`src/rtl/scrambler_ctrl_mlane_if.sv`:
```
// Bundle of the scrambler controller's symbol input and control output
// signals. The master modport drives symbols in; the slave modport is the
// controller.
//
// Handshake: a symbol slice is taken when sym_valid=1 and back_pressure=0 on
// a rising clock edge. back_pressure=1 freezes all controller state and
// outputs (except advance, which drops to 0). Each taken slice appears on the
// *_o / control outputs exactly one cycle later, with sym_valid_o=1.
interface scrambler_ctrl_mlane_if #(
  parameter int LANES      = 4,
  parameter int DATA_WIDTH = 8,
  parameter int SYM_CNT_W  = 4
);
  logic                        gen3_mode;
  logic                        sym_valid;
  logic                        back_pressure;
  logic [LANES-1:0]            sync_header;
  logic [LANES-1:0]            is_k;
  logic [LANES*DATA_WIDTH-1:0] sym_data;
  logic [LANES*DATA_WIDTH-1:0] sym_data_o;
  logic                        sym_valid_o;
  logic [SYM_CNT_W-1:0]        sym_count_o;
  logic [LANES-1:0]            lfsr_rst;
  logic [LANES-1:0]            scr_en;
  logic [LANES-1:0]            advance;
  logic [LANES*3-1:0]          lane_state_dbg;

  modport master (
    output gen3_mode, sym_valid, back_pressure, sync_header, is_k, sym_data,
    input  sym_data_o, sym_valid_o, sym_count_o, lfsr_rst, scr_en, advance,
           lane_state_dbg
  );

  modport slave (
    input  gen3_mode, sym_valid, back_pressure, sync_header, is_k, sym_data,
    output sym_data_o, sym_valid_o, sym_count_o, lfsr_rst, scr_en, advance,
           lane_state_dbg
  );
endinterface

```
`src/rtl/scrambler_ctrl_mlane.sv`:
```
// Multi-lane TX scrambler controller. Keeps a shared 128b/130b symbol counter
// and gen-mode latch, classifies each lane's block, and produces registered
// per-lane lfsr_rst / scr_en / advance aligned with the delayed symbol data.
// Optional macro SCR_TS_TAIL_SCRAMBLE_EN: when defined, TS symbols 14..15 are
// scrambled; otherwise they bypass the scrambler (LFSR still advances).
module scrambler_ctrl_mlane #(
  parameter int LANES      = 4,
  parameter int DATA_WIDTH = 8,
  parameter int SYM_CNT_W  = 4
) (
  input logic                   CLK,
  input logic                   RST,
  scrambler_ctrl_mlane_if.slave bus
);
  localparam logic [2:0] ST_IDLE     = 3'd0;
  localparam logic [2:0] ST_DATA     = 3'd1;
  localparam logic [2:0] ST_TS       = 3'd2;
  localparam logic [2:0] ST_EIEOS    = 3'd3;
  localparam logic [2:0] ST_SKP      = 3'd4;
  localparam logic [2:0] ST_OS_OTHER = 3'd5;

  localparam logic [DATA_WIDTH-1:0] OS_TS1     = DATA_WIDTH'(8'h1E);
  localparam logic [DATA_WIDTH-1:0] OS_TS2     = DATA_WIDTH'(8'h2D);
  localparam logic [DATA_WIDTH-1:0] OS_EIEOS   = DATA_WIDTH'(8'h00);
  localparam logic [DATA_WIDTH-1:0] OS_SKP     = DATA_WIDTH'(8'hAA);
  localparam logic [DATA_WIDTH-1:0] EIE_EVEN   = DATA_WIDTH'(8'h00);
  localparam logic [DATA_WIDTH-1:0] EIE_ODD    = DATA_WIDTH'(8'hFF);
  localparam logic [DATA_WIDTH-1:0] K_COM      = DATA_WIDTH'(8'hBC);
  localparam logic [DATA_WIDTH-1:0] K_SKP      = DATA_WIDTH'(8'h1C);
  localparam logic [DATA_WIDTH-1:0] D_TS1_ID   = DATA_WIDTH'(8'h4A);
  localparam logic [DATA_WIDTH-1:0] D_TS2_ID   = DATA_WIDTH'(8'h45);

  localparam logic [SYM_CNT_W-1:0] CNT_LAST = {SYM_CNT_W{1'b1}};
  localparam logic [SYM_CNT_W-1:0] CNT_TAIL = CNT_LAST - SYM_CNT_W'(1);

`ifdef SCR_TS_TAIL_SCRAMBLE_EN
  localparam logic TS_TAIL_SCR = 1'b1;
`else
  localparam logic TS_TAIL_SCR = 1'b0;
`endif

  logic                        accept;
  logic                        blk_start;
  logic                        last_sym;
  logic                        gen3_eff;
  logic                        gen3_q;
  logic [SYM_CNT_W-1:0]        cnt_q, cnt_d;
  logic [LANES-1:0][2:0]       state_q, state_d;
  logic [LANES-1:0]            eieos_ok_q, eieos_ok_d;
  logic [LANES-1:0]            ts_q, ts_d;
  logic [LANES-1:0]            com_q, com_d;
  logic [LANES-1:0]            rst_d, scr_d, adv_d;
  logic [LANES*DATA_WIDTH-1:0] data_o_q;
  logic                        valid_o_q;
  logic [SYM_CNT_W-1:0]        count_o_q;
  logic [LANES-1:0]            rst_o_q, scr_o_q, adv_o_q;
  logic [DATA_WIDTH-1:0]       lane_sym;
  logic [2:0]                  lane_cls;
  logic                        lane_ok;
  logic                        lane_ts;

  // Block classification and per-lane control decode for the current symbol.
  always_comb begin
    accept     = bus.sym_valid & ~bus.back_pressure;
    blk_start  = (cnt_q == '0);
    last_sym   = (cnt_q == CNT_LAST);
    // The mode only changes on a block boundary; mid-block it is the latch.
    gen3_eff   = blk_start ? bus.gen3_mode : gen3_q;
    cnt_d      = gen3_eff ? cnt_q + SYM_CNT_W'(1) : '0;
    state_d    = '0;
    eieos_ok_d = eieos_ok_q;
    ts_d       = '0;
    com_d      = '0;
    rst_d      = '0;
    scr_d      = '0;
    adv_d      = '0;
    lane_sym   = '0;
    lane_cls   = ST_IDLE;
    lane_ok    = 1'b0;
    lane_ts    = 1'b0;
    for (int l = 0; l < LANES; l++) begin
      lane_sym = bus.sym_data[l*DATA_WIDTH +: DATA_WIDTH];
      if (gen3_eff) begin
        lane_cls = state_q[l];
        lane_ok  = eieos_ok_q[l];
        // Symbol 0 decides the block type and is itself handled under it.
        if (blk_start) begin
          lane_ok = 1'b1;
          if (!bus.sync_header[l])                          lane_cls = ST_DATA;
          else if (lane_sym == OS_TS1 || lane_sym == OS_TS2) lane_cls = ST_TS;
          else if (lane_sym == OS_EIEOS)                    lane_cls = ST_EIEOS;
          else if (lane_sym == OS_SKP)                      lane_cls = ST_SKP;
          else                                              lane_cls = ST_OS_OTHER;
        end
        case (lane_cls)
          ST_DATA: begin
            scr_d[l] = 1'b1;
            adv_d[l] = 1'b1;
          end
          ST_TS: begin
            adv_d[l] = 1'b1;
            if (blk_start)              scr_d[l] = 1'b0;
            else if (cnt_q >= CNT_TAIL) scr_d[l] = TS_TAIL_SCR;
            else                        scr_d[l] = 1'b1;
          end
          ST_EIEOS: begin
            adv_d[l] = 1'b1;
            lane_ok  = lane_ok & (lane_sym == (cnt_q[0] ? EIE_ODD : EIE_EVEN));
            // Reseed only after a fully well-formed EIEOS.
            rst_d[l] = last_sym & lane_ok;
          end
          ST_OS_OTHER: adv_d[l] = 1'b1;
          default: ;
        endcase
        state_d[l]    = last_sym ? ST_IDLE : lane_cls;
        eieos_ok_d[l] = lane_ok;
      end else begin
        if (bus.is_k[l]) begin
          if (lane_sym == K_COM) begin
            rst_d[l] = 1'b1;
            adv_d[l] = 1'b1;
            com_d[l] = 1'b1;
          end else begin
            adv_d[l] = (lane_sym != K_SKP);
            ts_d[l]  = ts_q[l];
          end
        end else begin
          // A TS identifier right after COM marks the rest of the set unscrambled.
          lane_ts  = ts_q[l] | (com_q[l] & (lane_sym == D_TS1_ID || lane_sym == D_TS2_ID));
          scr_d[l] = ~lane_ts;
          adv_d[l] = 1'b1;
          ts_d[l]  = lane_ts;
        end
      end
    end
  end

  // Block tracking state: counter, mode latch, lane FSMs and per-lane flags.
  always_ff @(posedge CLK) begin
    if (RST) begin
      cnt_q      <= '0;
      gen3_q     <= 1'b0;
      state_q    <= '0;
      eieos_ok_q <= '0;
      ts_q       <= '0;
      com_q      <= '0;
    end else if (accept) begin
      cnt_q      <= cnt_d;
      gen3_q     <= gen3_eff;
      state_q    <= state_d;
      eieos_ok_q <= eieos_ok_d;
      ts_q       <= ts_d;
      com_q      <= com_d;
    end
  end

  // Output stage: one cycle behind the accepted symbol; a stall holds all but advance.
  always_ff @(posedge CLK) begin
    if (RST) begin
      data_o_q  <= '0;
      valid_o_q <= 1'b0;
      count_o_q <= '0;
      rst_o_q   <= '0;
      scr_o_q   <= '0;
      adv_o_q   <= '0;
    end else if (accept) begin
      data_o_q  <= bus.sym_data;
      valid_o_q <= 1'b1;
      count_o_q <= cnt_q;
      rst_o_q   <= rst_d;
      scr_o_q   <= scr_d;
      adv_o_q   <= adv_d;
    end else begin
      adv_o_q <= '0;
      if (!bus.back_pressure) valid_o_q <= 1'b0;
    end
  end

  assign bus.sym_data_o     = data_o_q;
  assign bus.sym_valid_o    = valid_o_q;
  assign bus.sym_count_o    = count_o_q;
  assign bus.lfsr_rst       = rst_o_q;
  assign bus.scr_en         = scr_o_q;
  assign bus.advance        = adv_o_q;
  assign bus.lane_state_dbg = state_q;
endmodule

```
`src/flat_wrapper.sv`:
```
// flat-port wrapper written by rule: the top's interface ports become plain ports
module scrambler_ctrl_mlane_flat 
#(
  parameter int LANES      = 4,
  parameter int DATA_WIDTH = 8,
  parameter int SYM_CNT_W  = 4
)
  (CLK, RST, bus_gen3_mode, bus_sym_valid, bus_back_pressure, bus_sync_header, bus_is_k, bus_sym_data, bus_sym_data_o, bus_sym_valid_o, bus_sym_count_o, bus_lfsr_rst, bus_scr_en, bus_advance, bus_lane_state_dbg);
  scrambler_ctrl_mlane_if #(.LANES(LANES), .DATA_WIDTH(DATA_WIDTH), .SYM_CNT_W(SYM_CNT_W)) bus_i ();
  input logic CLK;
  input logic RST;
  input wire logic [$bits(bus_i.gen3_mode)-1:0] bus_gen3_mode;
  input wire logic [$bits(bus_i.sym_valid)-1:0] bus_sym_valid;
  input wire logic [$bits(bus_i.back_pressure)-1:0] bus_back_pressure;
  input wire logic [$bits(bus_i.sync_header)-1:0] bus_sync_header;
  input wire logic [$bits(bus_i.is_k)-1:0] bus_is_k;
  input wire logic [$bits(bus_i.sym_data)-1:0] bus_sym_data;
  output wire logic [$bits(bus_i.sym_data_o)-1:0] bus_sym_data_o;
  output wire logic [$bits(bus_i.sym_valid_o)-1:0] bus_sym_valid_o;
  output wire logic [$bits(bus_i.sym_count_o)-1:0] bus_sym_count_o;
  output wire logic [$bits(bus_i.lfsr_rst)-1:0] bus_lfsr_rst;
  output wire logic [$bits(bus_i.scr_en)-1:0] bus_scr_en;
  output wire logic [$bits(bus_i.advance)-1:0] bus_advance;
  output wire logic [$bits(bus_i.lane_state_dbg)-1:0] bus_lane_state_dbg;
  assign bus_i.gen3_mode = bus_gen3_mode;
  assign bus_i.sym_valid = bus_sym_valid;
  assign bus_i.back_pressure = bus_back_pressure;
  assign bus_i.sync_header = bus_sync_header;
  assign bus_i.is_k = bus_is_k;
  assign bus_i.sym_data = bus_sym_data;
  assign bus_sym_data_o = bus_i.sym_data_o;
  assign bus_sym_valid_o = bus_i.sym_valid_o;
  assign bus_sym_count_o = bus_i.sym_count_o;
  assign bus_lfsr_rst = bus_i.lfsr_rst;
  assign bus_scr_en = bus_i.scr_en;
  assign bus_advance = bus_i.advance;
  assign bus_lane_state_dbg = bus_i.lane_state_dbg;
  scrambler_ctrl_mlane #(.LANES(LANES), .DATA_WIDTH(DATA_WIDTH), .SYM_CNT_W(SYM_CNT_W)) u_core (.CLK(CLK), .RST(RST), .bus(bus_i));
endmodule
```
`config.mk`:
```
export PLATFORM = sky130hd
export DESIGN_NAME = scrambler_ctrl_mlane_flat
export DESIGN_NICKNAME = d
export VERILOG_FILES = /design/src/rtl/scrambler_ctrl_mlane_if.sv /design/src/rtl/scrambler_ctrl_mlane.sv /design/src/flat_wrapper.sv
export SDC_FILE = /design/constraint.sdc
export NUM_CORES = 1
export LEC_CHECK = 0
export CORE_ASPECT_RATIO = 1.4
export CORE_MARGIN = 5
export CORE_UTILIZATION = 49
export CTS_CLUSTER_SIZE = 14
export DETAILED_ROUTE_END_ITERATION = 16
export GPL_TIMING_DRIVEN = 0
export PLACE_DENSITY = 0.82
export RECOVER_POWER = 50
export SYNTH_ARGS = -nofsm -noshare
export SYNTH_HDL_FRONTEND = slang
export SYNTH_SLANG_ARGS = --single-unit
```
`constraint.sdc`:
```
create_clock -name CLK -period 2.8 [get_ports CLK]
set_clock_uncertainty 0.15 [all_clocks]
set_input_delay 0.42 -clock CLK [delete_from_list [all_inputs] [get_ports CLK]]
set_output_delay 0.42 -clock CLK [all_outputs]
set_load 0.005 [all_outputs]
```
### Word level (Yosys, flattened, before mapping)

Index checks and enable logic that the tools add are counted.

* register bits after elaboration: 78
* latch bits: 0
* memory bits (writable): 0
* memory bits (read-only): 0
* output and inout bits: 61
* word-level logic and storage cells: 231
* memories: 0

* $add $sub $neg: 1
* $mul: 0
* div/mod/pow operators: 0
* $lt $le $gt $ge: 1
* equality and inequality tests: 54
* shifts and indexed selects: 0
* mux-type cells: 111
* bitwise logic cells: 23
* reduce and logical (&&, ||, !) cells: 23

Operator list (number)
* $mux 3: 28
* $mux 1: 77
* $eq 8x7->1 const B: 8
* $eq 8x8->1 const B: 8
* $eq 8x5->1 const B: 4
* $eq 8x6->1 const B: 4
* $eq 8x8->1: 4
* $logic_not 8->1: 4
* $ne 8x5->1 const B: 4
* $eq 3x2->1 const B: 8
* $reduce_or 4->1: 4
* $and 1x1->1: 13
* $eq 3x1->1 const B: 4
* $eq 3x3->1 const B: 4
* $ne 3x1->1 const B: 4
* $reduce_and 2->1: 5
* $logic_or 1x1->1: 8
* $mux 8: 1
* $pmux 1 s2: 4
* $not 1->1: 6
* $add 4x1->4 const B: 1
* $eq 4x4->1 const B: 1
* $ge 4x4->1 const B: 1
* $logic_not 4->1: 1
* other kinds (4): 7

### Longest topological paths before layout

* depth after elaboration: 11
* gate-level depth with buffers: 8

### Worst setup path before layout

OpenSTA, ideal clock, no wires.

* kind: register -> register
* start point: reg u_core.cnt_q[0]
* end point: reg u_core.adv_o_q[2] (netlist: u_core.bus.advance[2])
* arrival time: 1.954 ns
* setup slack: 0.576 ns
* cell stages (with the launch flop): 8
* path buffers: 1
* clock period less this slack: 2.224 ns
* cells stage by stage: dfxtp_1 inv_1 ha_1 or3b_4 a21o_1 buf_6 o41a_1 o31a_1

* word-level cells in the longest chain between the ends: 7

Ends and longest elaborated chain
* start, declared: RTL line scrambler_ctrl_mlane.sv:47 `logic [SYM_CNT_W-1:0] cnt_q, cnt_d;`
* start signal, assigned: RTL line scrambler_ctrl_mlane.sv:148 `cnt_q <= cnt_d;`
* $logic_not 4->1 (*): RTL line scrambler_ctrl_mlane.sv:65 `blk_start = (cnt_q == '0);`
* $mux 3: RTL line scrambler_ctrl_mlane.sv:87 `if (blk_start) begin`
* $mux 3: RTL line scrambler_ctrl_mlane.sv:83 `if (gen3_eff) begin`
* $eq 3x1->1, or another cell as far along: RTL line scrambler_ctrl_mlane.sv:95 `case (lane_cls)`
* $reduce_or 4->1 (no line)
* $mux 1: RTL line scrambler_ctrl_mlane.sv:95
* $mux 1 (*): RTL line scrambler_ctrl_mlane.sv:83
* end signal, assigned: RTL line scrambler_ctrl_mlane.sv:172 `adv_o_q <= adv_d;`
* end, declared: RTL line scrambler_ctrl_mlane.sv:56 `logic [LANES-1:0] rst_o_q, scr_o_q, adv_o_q;`

Every way passes the cells marked *; elsewhere a longest branch is shown, timed or not. The select of a mux whose other input is x is not followed.
A chain may end at the register's enable or synchronous reset.

### Worst setup path after layout

* start point: reg u_core.cnt_q[0]
* end point: reg u_core.eieos_ok_q[1]

* word-level cells in the longest chain between the ends: 5

Ends and longest elaborated chain
* $logic_not 4->1: RTL line scrambler_ctrl_mlane.sv:65
* $mux 3 or $mux 1 (tied branches): RTL line scrambler_ctrl_mlane.sv:87
* $mux 3 or $mux 1 (tied branches): RTL line scrambler_ctrl_mlane.sv:83
* $eq 3x2->1 or $and 1x1->1 (tied branches): RTL line scrambler_ctrl_mlane.sv:95, scrambler_ctrl_mlane.sv:108
* $mux 1: RTL line scrambler_ctrl_mlane.sv:95
* end signal, assigned: RTL line scrambler_ctrl_mlane.sv:151 `eieos_ok_q <= eieos_ok_d;`
* end, declared: RTL line scrambler_ctrl_mlane.sv:49 `logic [LANES-1:0] eieos_ok_q, eieos_ok_d;`

Parallel ways exist; a longest one is shown, timed or not. The select of a mux whose other input is x is not followed.

==> results.md <==
- Leakage: roughly 2.1 nW
- Hold/Removal Path Class: in -> reg
- Measured slew at the worst slew-check pin: approximately 0.95 ns
- Number of global-route vias before repair: about 4.5k
- YS warnings: 0
- Post-CTS setup buffer count: 0
- H-tree depth: 3
- Area growth, synth to finish: 35.4%
- CTS resizes: 1
- Core area: between 8000 and 9000 sq um
- Finished Cell Area: 5540 sq um
- DR WL/cell: 18.5 um
- Mean Syn Cell Area: 7.93 sq um
- DRC viols: 0
- Clk_lat worst skew: 0.33 ns
- RR Startpoint: u_core.cnt_q[0]$_SDFFE_PP0P_
- First-pass GRT wire length: ~22 mm
- Gate count after technology mapping: 516
- DR pass1 iterations: 5
- Final number of setup-violating endpoints: 0
- Site Rows: 39
- Vias post-DR: 4572
- Critical path class: reg -> reg
- RSZ-0062 raised after global routing: no
- Post-route insts no fill: ~740
- Net Sw Frac: between 20% and 30%
- Clock sink count: 78
- Synth unique cells: 75
- Hold path endpoint: u_core.bus.sym_data_o[0]$_SDFFE_PP0P_
- Longest Clk Path Bufs: 2
- Critical path startpoint category: flip-flop
- Worst path slowest cell: dfxtp_1
- Routability cong.: 0.975
- Cell Pwr Density: about 480 nW/um^2
- Seq/Total Area, Yosys: 38.2%
- Slew margin rel.: a little over a third
- Total CTS buffers: 9
- HP Start: bus_sym_data[0]
- MaxCap Viol Count: 0
- IO buf count: 104
- Critical path fanouts, max: 10
- Ratio of cells with drive above 1 in the final layout: 7.56%
- DRT iter0 DRCs: approximately 370
- Reg power frac: 44.3%
- Via density per instance: 6.20
- Die X: 87.2 um
- R2r worst-path depth: 8
- Area of the mapped netlist: 4090 sq um
- Worst VDD drop: ~420 uV
- Met1 Wirelength: 4.95 mm
- Detail Route met2 WL: 6.95 mm
- Synth top area share: about two fifths
- Post-route ant nets: 0
- Ports: 106
- Remaining Overflow, GRT: 0
- Largest net degree at the start of global routing: 12
- Worst-path cell chain: inv_4 -> ha_1 -> nor3b_4 -> clkbuf_4 -> buf_2 -> and3_1 -> nor2_1 -> a311oi_1
- CP required: about 2.9 ns
- Total Nets Final: 679
- Gate power share: roughly 15%
- Initial core utilization: approximately 50%
- Worst path max stage delay: 0.45 ns
- WHS Path Cells: 3
- Initial antenna violation count: 0
- Met3 wire length: 1.13 mm
- Total power: 2.65 mW
- Reg clk slew, reported paths: 0.06 ns
- Largest cells by area after synthesis: dfxtp_1 38%, nand2_1 10%, a21oi_1 8.2%
- Clock share of power: around two fifths
- Top Metal Used: met4
- EDFF count, synth: 0
- Final Hold Viols: 0
- DP Cell Count: 722
- Die Area: 10300 sq um
- Critical path arrival: 2.78 ns
- Main synth FF type: dfxtp_1
- Filler instances: just under 700
- Switching power: around 680 uW
- Fmax: 371 MHz
- Mapped Nets: 564
- RR Endpoint: u_core.eieos_ok_q[1]$_SDFFE_PP0P_
- Antenna Diode Count: 0
- Ys async rst share: 0%
- Clk root buf: clkbuf_16
- Crit. End Element: flip-flop
- Hold Buf Count CTS: 0
- DP Area: 5260 sq um
- HPWL Detailed: 9.90 mm
- Period minus WS final: 2.69 ns
- R2R setup slack: ~0.11 ns
- Fin. max-slew vios: 0
- Gr usage total: 26.6%
- Internal power: 1.97 mW
- Status: finished, final reports clean
- Fin crit share: 96.2%
- #FFs+latches synth: 78
- Cell taking the most area after synthesis: dfxtp_1
- WL final: about 14 mm
- DIE HEIGHT: 118 um
- CTS tree: done
worst max-delay path, delay by kind of cell (launching register included):
kind / cells / cell delay, ns
buffers and inverters: 3 / 0.76
DFF: 1 / 0.45
and+or+nand+nor: 3 / 0.69
AOI/OAI and AO/OA: 1 / 0.28
adders and majority gates: 1 / 0.25
cells by family after synthesis:
kind of cell / share of synthesized area, %
AO/OA/AOI/OAI: 24.5
AND/OR/NAND/NOR: 32.2
buffers and inverters: 4.16
flip-flops: 38.2
adder cells (fa/ha/maj): 0.917
area by class of cell:
class / instances / area, sq um / share of cell area (%)
inverter: 7 / 28.8 / 0.519
tap: 102 / 128 / 2.30
timing repair buffer: 104 / 1040 / 18.8
buffer: 28 / 146 / 2.64
sequential: 78 / 1560 / 28.2
clock inverter: 1 / 5.00 / 0.0903
multi-input combinational: 403 / 2370 / 42.7
clock buffer: 14 / 264 / 4.76
registers in the layout (all words and copies together), names as in the netlist:
signal and count:
u_core.eieos_ok_q 4, u_core.bus.scr_en 4, u_core.bus.sym_valid_o 1, u_core.bus.lane_state_dbg 12, u_core.bus.sym_data_o 32, u_core.gen3_q 1, u_core.bus.lfsr_rst 4, u_core.com_q 4
u_core.bus.sym_count_o 4, u_core.ts_q 4, u_core.bus.advance 4, u_core.cnt_q 4
cells in the final DEF, fill, tap and decap left out, types with 4 or more instances in the layout:
cell type / netlist / routed
nor3_1: 16 / 16
nand4_1: 10 / 10
nand3b_1: 4 / 4
nand2_1: 113 / 113
nor2b_1: 4 / 4
clkbuf_1: 12 / 17
buf_6: 4 / 4
buf_2: 7 / 6
a21o_1: 6 / 6
nor4_1: 6 / 6
o21ai_0: 18 / 18
clkbuf_16: 0 / 9
nand4bb_1: 5 / 5
a211oi_1: 4 / 4
nor4bb_1: 5 / 5
inv_1: 7 / 6
clkdlybuf4s50_1: 0 / 41
a21oi_1: 67 / 67
a22o_1: 5 / 5
nand3_1: 14 / 14
dfxtp_1: 78 / 78
or4_1: 4 / 4
nor3b_1: 4 / 4
or3_1: 4 / 4
and3_1: 8 / 8
dlygate4sd3_1: 0 / 63
nor2_1: 33 / 33
power groups by stage:
stage                     registers, mW  logic (mW)  clock network [mW]
after floorplan                    1.20       0.177                   0
after global placement             1.20       0.395                   0
after detailed placement           1.20       0.403                   0
after CTS                          1.18       0.406                1.09
after global routing               1.18       0.430                1.14
final                              1.17       0.401                1.08
metal layers:
metal | up-vias | GRT usage, %
li1 | 2130 | -
met1 | 2134 | 29.5
met2 | 255 | 45.7
met3 | 53 | 5.92
met4 | 0 | 14.8
met5 | - | 0
cell usage after synthesis, drive strengths merged (5+ instances only):
cell	number
a21oi	68
clkbuf	12
a21o	6
dfxtp	78
nand4bb	5
buf	16
nor4	7
nor4bb	5
a22o	5
and3	8
nor3	18
nor2	33
nand2	113
nor3b	5
a211oi	5
nand3	14
inv	7
o21ai	19
nand4	10
through the flow:
stage	TNS (ns)	util [%]	setup slack [ns]	hold WS, ns
6_report	0	68.0	0.106	0.207
5_1_grt	0	68.0	0.0401	0.262
4_1_cts	0	67.9	0.0963	0.191
3_5_place_dp	-0.0246	64.6	-0.0246	0.296
3_3_place_gp	0	64.6	0.0483	0.291
2_1_floorplan	0	-	0.576	0.282
how the worst max path moves through the flow:
stage / to / depth (start not counted) / slack, ns / from
2_1_floorplan: u_core.bus.advance[2]$_SDFF_PP0_ / 7 / 0.58 / u_core.cnt_q[0]$_SDFFE_PP0P_
3_3_place_gp: u_core.bus.lfsr_rst[3]$_SDFFE_PP0P_ / 8 / 0.05 / u_core.cnt_q[0]$_SDFFE_PP0P_
3_5_place_dp: u_core.eieos_ok_q[1]$_SDFFE_PP0P_ / 8 / -0.02 / u_core.cnt_q[0]$_SDFFE_PP0P_
4_1_cts: u_core.eieos_ok_q[1]$_SDFFE_PP0P_ / 8 / 0.1 / u_core.cnt_q[0]$_SDFFE_PP0P_
5_1_grt: u_core.eieos_ok_q[1]$_SDFFE_PP0P_ / 8 / 0.04 / u_core.cnt_q[0]$_SDFFE_PP0P_
6_report: u_core.eieos_ok_q[1]$_SDFFE_PP0P_ / 8 / 0.11 / u_core.cnt_q[0]$_SDFFE_PP0P_
No activity file was read; power rests on OpenSTA's default activity.
